===== src/rtl/dmem_arb_pkg.sv =====
// Shared types for the two-port data-memory arbiter: FSM states and port indices.
package dmem_arb_pkg;

    typedef enum logic [1:0] {
        IDLE = 2'd0,
        OWN0 = 2'd1,
        OWN1 = 2'd2
    } arb_state_e;

    typedef logic port_idx_t;

    localparam port_idx_t PORT0 = 1'b0;
    localparam port_idx_t PORT1 = 1'b1;

    function automatic arb_state_e own_state(input port_idx_t port);
        arb_state_e st;
        if (port == PORT1) begin
            st = OWN1;
        end else begin
            st = OWN0;
        end
        return st;
    endfunction

endpackage


===== src/rtl/arb_burst_cnt.sv =====
// Burst counter for the arbiter: counts grants to the current owner and flags
// when the owner has used its last allowed consecutive grant.
module arb_burst_cnt #(
    parameter int MAX_BURST = 4
) (
    input  logic clk,
    input  logic rts,
    input  logic inc,
    input  logic clr,
    output logic wrap
);

    localparam int CNT_W = (MAX_BURST > 1) ? $clog2(MAX_BURST) : 1;
    localparam logic [CNT_W-1:0] LAST_CNT = CNT_W'(MAX_BURST - 1);

    logic [CNT_W-1:0] count_r;

    // Grant counter; saturates at the limit so an uncontested owner never
    // wraps past the point where a late-arriving requester must be let in.
    always_ff @(posedge clk) begin
        if (rts) begin
            count_r <= '0;
        end else if (clr) begin
            count_r <= '0;
        end else if (inc && (count_r != LAST_CNT)) begin
            count_r <= count_r + CNT_W'(1);
        end else begin
            count_r <= count_r;
        end
    end

    assign wrap = (count_r == LAST_CNT);

endmodule


===== src/rtl/dmem_arbiter.sv =====
// Two-port data-memory arbiter (processor vs. debug/loader) with last-served
// tie breaking, bounded bursts under contention and registered read data.
module dmem_arbiter
    import dmem_arb_pkg::*;
#(
    parameter int ADDR_W    = 5,
    parameter int DATA_W    = 32,
    parameter int MAX_BURST = 4
) (
    input  logic              clk,
    input  logic              rts,
    input  logic              p0_req,
    input  logic              p0_we,
    input  logic [ADDR_W-1:0] p0_addr,
    input  logic [DATA_W-1:0] p0_wdata,
    output logic              p0_gnt,
    output logic [DATA_W-1:0] p0_rdata,
    output logic              p0_rvalid,
    output logic              p0_stall,
    input  logic              p1_req,
    input  logic              p1_we,
    input  logic [ADDR_W-1:0] p1_addr,
    input  logic [DATA_W-1:0] p1_wdata,
    output logic              p1_gnt,
    output logic [DATA_W-1:0] p1_rdata,
    output logic              p1_rvalid,
    output logic              mem_we,
    output logic [ADDR_W-1:0] mem_addr,
    output logic [DATA_W-1:0] mem_wdata,
    input  logic [DATA_W-1:0] mem_rdata
);

    arb_state_e state_r;
    arb_state_e state_nxt_s;
    port_idx_t  last_r;
    logic       wrap_s;
    logic       any_gnt_s;
    logic       own_chg_s;

    // Grants are gated by reset so a reset cycle never touches memory.
    assign p0_gnt    = (state_r == OWN0) & p0_req & ~rts;
    assign p1_gnt    = (state_r == OWN1) & p1_req & ~rts;
    assign p0_stall  = p0_req & ~p0_gnt;
    assign any_gnt_s = p0_gnt | p1_gnt;
    assign own_chg_s = (state_nxt_s != state_r);

    arb_burst_cnt #(
        .MAX_BURST(MAX_BURST)
    ) u_burst_cnt (
        .clk (clk),
        .rts (rts),
        .inc (any_gnt_s),
        .clr (own_chg_s),
        .wrap(wrap_s)
    );

    // Next-state logic: ties from IDLE go to the port not served last.
    always_comb begin
        state_nxt_s = state_r;
        case (state_r)
            IDLE: begin
                if (p0_req && p1_req) begin
                    state_nxt_s = own_state(~last_r);
                end else if (p0_req) begin
                    state_nxt_s = OWN0;
                end else if (p1_req) begin
                    state_nxt_s = OWN1;
                end else begin
                    state_nxt_s = IDLE;
                end
            end
            OWN0: begin
                if (!p0_req) begin
                    state_nxt_s = p1_req ? OWN1 : IDLE;
                end else if (p1_req && wrap_s) begin
                    state_nxt_s = OWN1;
                end else begin
                    state_nxt_s = OWN0;
                end
            end
            OWN1: begin
                if (!p1_req) begin
                    state_nxt_s = p0_req ? OWN0 : IDLE;
                end else if (p0_req && wrap_s) begin
                    state_nxt_s = OWN0;
                end else begin
                    state_nxt_s = OWN1;
                end
            end
            default: begin
                state_nxt_s = IDLE;
            end
        endcase
    end

    // State register.
    always_ff @(posedge clk) begin
        if (rts) begin
            state_r <= IDLE;
        end else begin
            state_r <= state_nxt_s;
        end
    end

    // Last-served port; resets to port 1 so the processor wins the first tie.
    always_ff @(posedge clk) begin
        if (rts) begin
            last_r <= PORT1;
        end else if (p0_gnt) begin
            last_r <= PORT0;
        end else if (p1_gnt) begin
            last_r <= PORT1;
        end else begin
            last_r <= last_r;
        end
    end

    // Memory-side mux: idle cycles drive zeros so the bus is quiet.
    always_comb begin
        mem_we    = 1'b0;
        mem_addr  = '0;
        mem_wdata = '0;
        if (p0_gnt) begin
            mem_we    = p0_we;
            mem_addr  = p0_addr;
            mem_wdata = p0_wdata;
        end else if (p1_gnt) begin
            mem_we    = p1_we;
            mem_addr  = p1_addr;
            mem_wdata = p1_wdata;
        end else begin
            mem_we    = 1'b0;
        end
    end

    // Read-data capture: each port keeps its last read word until the next one.
    always_ff @(posedge clk) begin
        if (rts) begin
            p0_rdata  <= '0;
            p0_rvalid <= 1'b0;
            p1_rdata  <= '0;
            p1_rvalid <= 1'b0;
        end else begin
            p0_rvalid <= p0_gnt & ~p0_we;
            p1_rvalid <= p1_gnt & ~p1_we;
            if (p0_gnt && !p0_we) begin
                p0_rdata <= mem_rdata;
            end else begin
                p0_rdata <= p0_rdata;
            end
            if (p1_gnt && !p1_we) begin
                p1_rdata <= mem_rdata;
            end else begin
                p1_rdata <= p1_rdata;
            end
        end
    end

endmodule


===== config.mk =====
export PLATFORM = sky130hd
export DESIGN_NAME = dmem_arbiter
export DESIGN_NICKNAME = d
export VERILOG_FILES = /design/src/rtl/dmem_arb_pkg.sv /design/src/rtl/arb_burst_cnt.sv /design/src/rtl/dmem_arbiter.sv
export SDC_FILE = /design/constraint.sdc
export NUM_CORES = 1
export LEC_CHECK = 0
export CORE_UTILIZATION = 45
export DETAILED_ROUTE_END_ITERATION = 10
export DONT_BUFFER_PORTS = 1
export HOLD_SLACK_MARGIN = 0.06
export PLACE_DENSITY_LB_ADDON = 0.3
export SETUP_SLACK_MARGIN = 0.05
export SKIP_CTS_REPAIR_TIMING = 1
export SLEW_MARGIN = 20
export SYNTH_ARGS = -nofsm -noshare
export SYNTH_HDL_FRONTEND = slang
export SYNTH_SLANG_ARGS = --single-unit

===== constraint.sdc =====
create_clock -name clk -period 1.55 [get_ports clk]
set_input_delay 0 -clock clk [delete_from_list [all_inputs] [get_ports clk]]
set_output_delay 0 -clock clk [all_outputs]
set_load 0.02 [all_outputs]

After elaboration in Yosys (flattened, before gate mapping)
Cells that the tools add are included.

word-level totals
  output and inout port bits = 107
  bits in registers = 71
  input port bits = 112

operators by class
  bitwise gates (word level) = 12
  mux-type cells = 18
  $add $sub $neg = 1
  reduce and logical (&&, ||, !) cells = 11
  eq/ne operators = 5

operator list
  operator             number
  $mux 32              2
  $mux 2               8
  $mux 5               2
  $and 1x1->1          7
  $logic_and 1x1->1    6
  $pmux 2 s3           1
  $mux 1               5
  $eq 2x2->1 const B   2
  $not 1->1            4
  $add 2x1->2 const B  1
  $eq 2x1->1 const B   1
  $logic_not 1->1      2
  $logic_not 2->1      1
  $ne 2x2->1           1
  $ne 2x2->1 const B   1
  $reduce_bool 2->1    1
  $reduce_or 2->1      1
  $or 1x1->1           1

Longest topological paths before layout
Gate-level depths: netlist (run 1).

  depth after elaboration = 7
  gate-level depth with buffers = 6
  depth with buffers taken out = 5

Hierarchy
Synthesis (run 1) repeated with hierarchy kept, for this count alone.

unflattened totals
  cells, all modules = 298
  area, all modules = 3,357.0 um^2

modules (own cells, without submodules)
  module         times used  sequential area each (um^2)  cells an instance  area an instance (um^2)
  dmem_arbiter   1           1,381.3                      290                3,251.9
  arb_burst_cnt  1           40.0                         8                  105.1

Worst setup path before layout (run 1)
No wires, ideal clock.

  path kind = reg2out
  start = register state_r[0]
  end = output port mem_addr[0]
  data arrival time = 1,250 ps
  cell stages (with the launch flop) = 5
  slack = 300 ps
  buffers on the path = 1
  path through = dfxtp_1 nand3b_4 nor2_1 buf_2 a22o_1

on the way
  cells in the longest elaborated chain, start to end = 5

RTL lines
  item                       line                 RTL
  start: declaration         dmem_arbiter.sv:33   arb_state_e state_r;
  start signal: assignment   dmem_arbiter.sv:101  state_r <= state_nxt_s;
  $eq 2x2->1                 dmem_arbiter.sv:42   assign p1_gnt = (state_r == OWN1) & p1_req & ~rts;
  $and 1x1->1 (2 in series)  dmem_arbiter.sv:42
  via p1_gnt                 dmem_arbiter.sv:24   output logic p1_gnt,
  $mux 5                     dmem_arbiter.sv:127  end else if (p1_gnt) begin
  $mux 5                     dmem_arbiter.sv:123  if (p0_gnt) begin
  end: declaration           dmem_arbiter.sv:28   output logic [ADDR_W-1:0] mem_addr,

The timed path passes the listed nets, and every way through them passes these cells.

Worst setup path after layout (run 1)
  start = register state_r[0]
  end = output port mem_wdata[28]

on the way
  cells in the longest elaborated chain, start to end = 5

RTL lines
  item                       line                 RTL
  $eq 2x2->1                 dmem_arbiter.sv:42
  $and 1x1->1 (2 in series)  dmem_arbiter.sv:42
  $mux 32                    dmem_arbiter.sv:127
  $mux 32 *                  dmem_arbiter.sv:123
  end: declaration           dmem_arbiter.sv:29   output logic [DATA_W-1:0] mem_wdata,

Every way passes the cells marked *; elsewhere a longest branch is shown, timed or not.

==> results_dict.tcl, run 1 <==
set metrics [dict create \
    viasPerCell 5.48 \
    die_w_um 85.6 \
    critPathArrivalTime_ns 1.67 \
    crit_fanout 6 \
    start_kind "register" \
    ys_seq_elements 71 \
    ys.flop_type "dfxtp_1" \
    max-vdd-ir-drop_mv 0.525 \
    crit_path_end_kind "output port" \
    synth_edf_count 0 \
    core_area_sq_um 6790 \
    hold_slack_ns 0.0594 \
    synth_warnings 0 \
    chipHeight_um 85.6 \
    cp.required_ns 1.55 \
    syn_inst 363 \
    violations "negative setup slack" \
    leakage_nw 1.67 \
    cts_max_level 3 \
    p_clk_frac 0.360 \
    async_flop_share 0 \
    hold_viol_final 0 \
    fin_ws_ns -0.123 \
    min_path_type "primary input to output port" \
    drc_errors 0 \
    p_sw_frac 0.263 \
    status "finished, violations left" \
    postSynthAreaPerCell_sq_um 8.67 \
    placedInstanceArea_sq_um 3180 \
    die-area_sq_um 7330 \
    grt_setup_unrepaired "true" \
    fin_worst_skew_ns 0.00695 \
    wire_per_inst_um 19.5 \
    port_buffers 0 \
    clockRootBuffer "clkbuf_8" \
    combPwrFrac 0.106 \
    gr-total-overflow 0 \
    drive_gt1_frac 0.197 \
    track_usage 0.207 \
    layout_min_cycle_time_ns 1.67 \
    num_rows 30 \
    seqPwrFrac 0.534 \
    setup_viol 70 \
    synth_top_area_frac 0.452 \
    slew_headroom 0.743 \
    initial_core_util 0.463 \
    hpwl_um 5620 \
    fin_tns_setup_ns -4.53 \
    syn_nets 476 \
    ant_nets 0 \
    grt_pass1_vias 2240 \
    finish.instance_area_sq_um 4310 \
    first_iter_violations 119 \
    cts_sinks 71 \
    area_growth_syn_to_layout_pct 36.8 \
    maxCapViolCount 0 \
    clkLatencyLatePin_ns 0.34 \
    yosys-top-cells-count "dfxtp_1 (71), nand2_1 (67), nand2b_1 (66)" \
    path_clk_slew_ns 0.08 \
    fin_crit_sh 1.08 \
    worstMarginPinSlew_ns 0.384 \
    ys_top_cells_by_area "dfxtp_1 (45%), nand2b_1 (13%), a22o_1 (11%)" \
    drtPass1Iterations 4 \
    wl_um 9790 \
    yosys.area.top_type "dfxtp_1" \
    antenna_found_initial 0 \
    fill_cells 539 \
    gp_congestion 0.774 \
    cts-buffers-inserted 9 \
    switchingPower_mw 0.945 \
    slew_viol_final 0 \
    crit_type "register to output port" \
    final_util 0.634 \
    tritoncts "yes" \
    boundaryPins 219 \
    grt_max_degree 74 \
    synth.most_common_cell "dfxtp_1" \
    intPower_mw 2.65 \
    yosysSeqAreaShare 0.452 \
    cellPowerDensity_nw_per_um2 834 \
    antennaDiodeCount 0 \
    holdPathStages 1 \
    fin_nets 514 \
    synth_cell_types 27 \
    clock_path_buffers 2 \
    rr_worst_depth 7 \
    grt_pass1_wl_um 11400 \
    netlist_area_sq_um 3150 \
    num_vias 2751 \
    fmax_ghz 0.598 \
]
[flip-flops by register name, summed over array words and instances (netlist names)]
register             count
u_burst_cnt.count_r      2
p0_rdata                32
p1_rdata                32
state_r                  2
last_r                   1
p1_rvalid                1
p0_rvalid                1
[power by group through the flow]
stage | Sequential [mW] | Combinational, mW | Clock (mW)
global placement | 1.96 | 0.184 | 0
CTS | 1.92 | 0.188 | 1.33
floorplan | 1.95 | 0.183 | 0
finish | 1.92 | 0.382 | 1.29
detailed placement | 1.96 | 0.188 | 0
global route | 1.92 | 0.406 | 1.41
[critical path: stages (launching register included)]
cell,delay [ns]
dfxtp_2,0.35
buf_6,0.12
nand3b_4,0.18
nor2_4,0.22
buf_12,0.17
clkbuf_16,0.15
a22o_4,0.15
[path summary, 6_finish.rpt]
check	startpoint	slack (ns)	to
worst max register to register	state_r[0]$_SDFF_PP0_	-0.09	p1_rdata[19]$_SDFFE_PP0P_
worst min register to register	u_burst_cnt.count_r[1]$_SDFFE_PP0P_	0.49	u_burst_cnt.count_r[1]$_SDFFE_PP0P_
worst min-delay path	rts	0.06	p0_gnt
worst max-delay path	state_r[0]$_SDFF_PP0_	-0.12	mem_wdata[28]
[layer usage]
layer,part of all wire,GRT usage,vias to the layer above,routed length [um]
li1,-,-,1321,-
met1,0.40,0.254,1263,3900
met2,0.47,0.303,147,4580
met3,0.10,0.0799,20,1010
met4,0.031,0.132,0,305
met5,0,0,-,0
[cell usage in the layout, fill, tap and decap left out, types with 2 or more instances in the layout]
cell and count:
nand3b_4 2, nand2b_1 66, nor3_4 2, o21ai_0 39
buf_12 5, a22o_4 38, clkbuf_16 5, dfxtp_1 70
o21ai_1 26, buf_6 2, clkinvlp_4 2, clkinv_2 2
clkbuf_8 9, clkbuf_1 2, nor2_4 2, dlygate4sd3_1 37
buf_8 2, nor2_1 3, a21oi_1 4, buf_4 5
nand2_1 67
[through the flow]
stage | power, mW | setup WS (ns) | instances
after floorplan | 2.14 | 0.300 | 363
after CTS | 3.44 | -0.240 | 451
after detailed placement | 2.15 | 0.143 | 435
after global placement | 2.14 | 0.173 | 435
after global routing | 3.74 | -0.180 | 502
final | 3.59 | -0.123 | 502
[final cells by class]
class	instances	area, sq um	share of cell area
Timing Repair Buffer	57	713	0.166
Inverter	1	3.75	0.000871
Clock inverter	5	33.8	0.00784
Sequential cell	71	1420	0.330
Clock buffer	11	131	0.0305
Tap cell	96	120	0.0279
Multi-Input combinational cell	261	1880	0.437
[kinds of logic after synthesis]
logic type                 count (synthesis)  synth area share
and+or+nand+nor                          144             0.239
DFF                                       71             0.452
AOI/OAI and AO/OA                        113             0.231
buffers and inverters                     31            0.0648
muxes                                      2           0.00676
xor gates and xnor gates                   1           0.00278
adders and majority gates                  1           0.00397
(Power assumes the default switching activity.)
==> inputs of run 2 (changes only) <==
Settings changed: RECOVER_POWER set to 100, SKIP_CTS_REPAIR_TIMING 1 to not set.
==> run 2 against run 1 <==
Against the previous run: the flow still finishes with violations (negative setup slack); critical path depth fell by 2; non-clock buffer count increased by 4; wire length is 7.8% higher; worst hold slack gained 0.033 ns; power is 0.64% higher; utilization increased by 3.1 points; combinational power increased by 5%; first-iteration DRC count up 5.9%; critical path type unchanged; highest routed layer unchanged.
==> results_dict.tcl, run 2 (synthesis results as in run 1) <==
set metrics [dict create \
    status "finished, violations left" \
    violations "negative setup slack" \
    min_to "u_burst_cnt.count_r[0]$_SDFFE_PP0P_" \
    antennaDiodeCount 0 \
    antenna_found_initial 0 \
    reg.largest.list "p0_rdata x32, p1_rdata x32" \
    tritoncts "yes" \
    grt_pass1_vias 2574 \
    drc_errors 0 \
    clkLatencyLatePin_ns 0.34 \
    max-vdd-ir-drop_mv 0.638 \
    worstMarginPinSlew_ns 0.385 \
    die_w_um 85.6 \
    hold_viol_final 0 \
    gp_congestion 0.774 \
    startpoint "state_r[1]$_SDFF_PP0_" \
    slew_viol_final 0 \
    hpwl_um 5620 \
    cts-buffers-inserted 9 \
    holdPathStages 4 \
    viasPerCell 5.59 \
    total_power_mw 3.61 \
    port_buffers 0 \
    finish.instance_area_sq_um 4520 \
    grt_pass1_wl_um 13200 \
    clockRootBuffer "clkbuf_8" \
    ant_nets 0 \
    leakage_nw 1.81 \
    cp_cell_sequence "nand3b_4 > nor2_4 > buf_12 > a22o_2" \
    layout_commonest_cell "dfxtp_1" \
    area_growth_syn_to_layout_pct 43.5 \
    place_ws_ns 0.143 \
    final_cell_mix "dfxtp_1 (70), nand2b_1 (66), nand2_1 (47)" \
    maxCapViolCount 0 \
    path_clk_slew_ns 0.07 \
    die-area_sq_um 7330 \
    chipHeight_um 85.6 \
    cts_sinks 71 \
    cellPowerDensity_nw_per_um2 800 \
    crit_type "register to output port" \
    grt_setup_unrepaired "true" \
    fin_crit_sh 1.05 \
    drive_gt1_frac 0.300 \
    wl_um 10600 \
    fmax_ghz 0.612 \
    min_from "p1_req" \
    r2r-end "p1_rdata[26]$_SDFFE_PP0P_" \
    cpPeakStageDelay_ns 0.32 \
    start_kind "register" \
    wire_per_inst_um 20.9 \
    gr-total-overflow 0 \
    setup_viol 45 \
    regToRegSetupSlack_ns -0.06 \
    layout_min_cycle_time_ns 1.63 \
    critPathArrivalTime_ns 1.63 \
    num_rows 30 \
    grt_max_degree 73 \
    cp.required_ns 1.55 \
    r2r-start "state_r[0]$_SDFF_PP0_" \
    track_usage 0.239 \
    cts_max_level 3 \
    fin_worst_skew_ns 0.00623 \
    fin_ws_ns -0.0827 \
    core_area_sq_um 6790 \
    min_path_type "primary input to register" \
    drtPass1Iterations 4 \
    rr_worst_depth 8 \
    fill_cells 524 \
    first_iter_violations 126 \
    clock_path_buffers 2 \
    crit_path_end_kind "output port" \
    boundaryPins 219 \
    num_vias 2829 \
    placedInstanceArea_sq_um 3180 \
    initial_core_util 0.463 \
    fin_nets 518 \
    slew_headroom 0.742 \
    slowest_stage "dfxtp_1" \
    crit_fanout 19 \
    hold_slack_ns 0.0926 \
]
run 2: changes by cell type in the layout (fill, tap and decap cells not counted), sizes merged:
cell,previous run,this run
buf,15,17
dlygate4sd3,37,39
run 2: layer usage:
metal | up-vias | track usage | wire length, um
li1 | 1332 | - | -
met1 | 1311 | 0.290 | 4140
met2 | 158 | 0.356 | 4830
met3 | 28 | 0.0885 | 1050
met4 | 0 | 0.158 | 536
met5 | - | 0 | 0
run 2: how the worst max path moves through the flow:
stage,to,slack (ns),depth (start not counted)
after floorplan,mem_addr[0],0.30,4
after global placement,mem_wdata[3],0.17,4
after detailed placement,p1_rdata[5]$_SDFFE_PP0P_,0.14,5
after CTS,mem_wdata[13],-0.11,4
after global routing,mem_wdata[19],-0.15,4
final,mem_wdata[19],-0.08,4
run 2: cell type report:
class,instances,area (sq um),share of cell area
multi-input combinational,261,2020,0.447
tap,96,120,0.0266
clock buffer,11,131,0.0291
sequential,71,1420,0.315
timing repair buffer,61,786,0.174
clock inverter,5,33.8,0.00748
inverter,1,3.75,0.000831
run 2: timing repair:
item / 4_1_cts / 5_1_grt
pin swaps: 1 / 37
resized for setup: 51 / 80
hold endpoints to repair: 72 / 0
gates cloned: 2 / 8
endpoints found under the setup margin: 38 / 71
buffers inserted: 3 / 4
hold buffers: 40 / 0
run 2: power by group:
part,switching [mW],internal (mW)
Sequential,0.0602,1.86
Clock,0.715,0.582
Combinational,0.192,0.209
run 2: metrics by stage:
step,TNS (ns),utilization,cells
after CTS,-2.93,0.612,496
final,-2.29,0.665,506
after global routing,-5.53,0.665,506
after floorplan,0,-,363
after global placement,0,0.468,435
after detailed placement,0,0.468,435
run 2: critical path: cells and delay by family (launching register included):
| kind | cells | cell delay, ns |
|---|---|---|
| AO/OA/AOI/OAI | 1 | 0.25 |
| AND/OR/NAND/NOR | 2 | 0.49 |
| flip-flops | 1 | 0.32 |
| buffers and inverters | 1 | 0.23 |
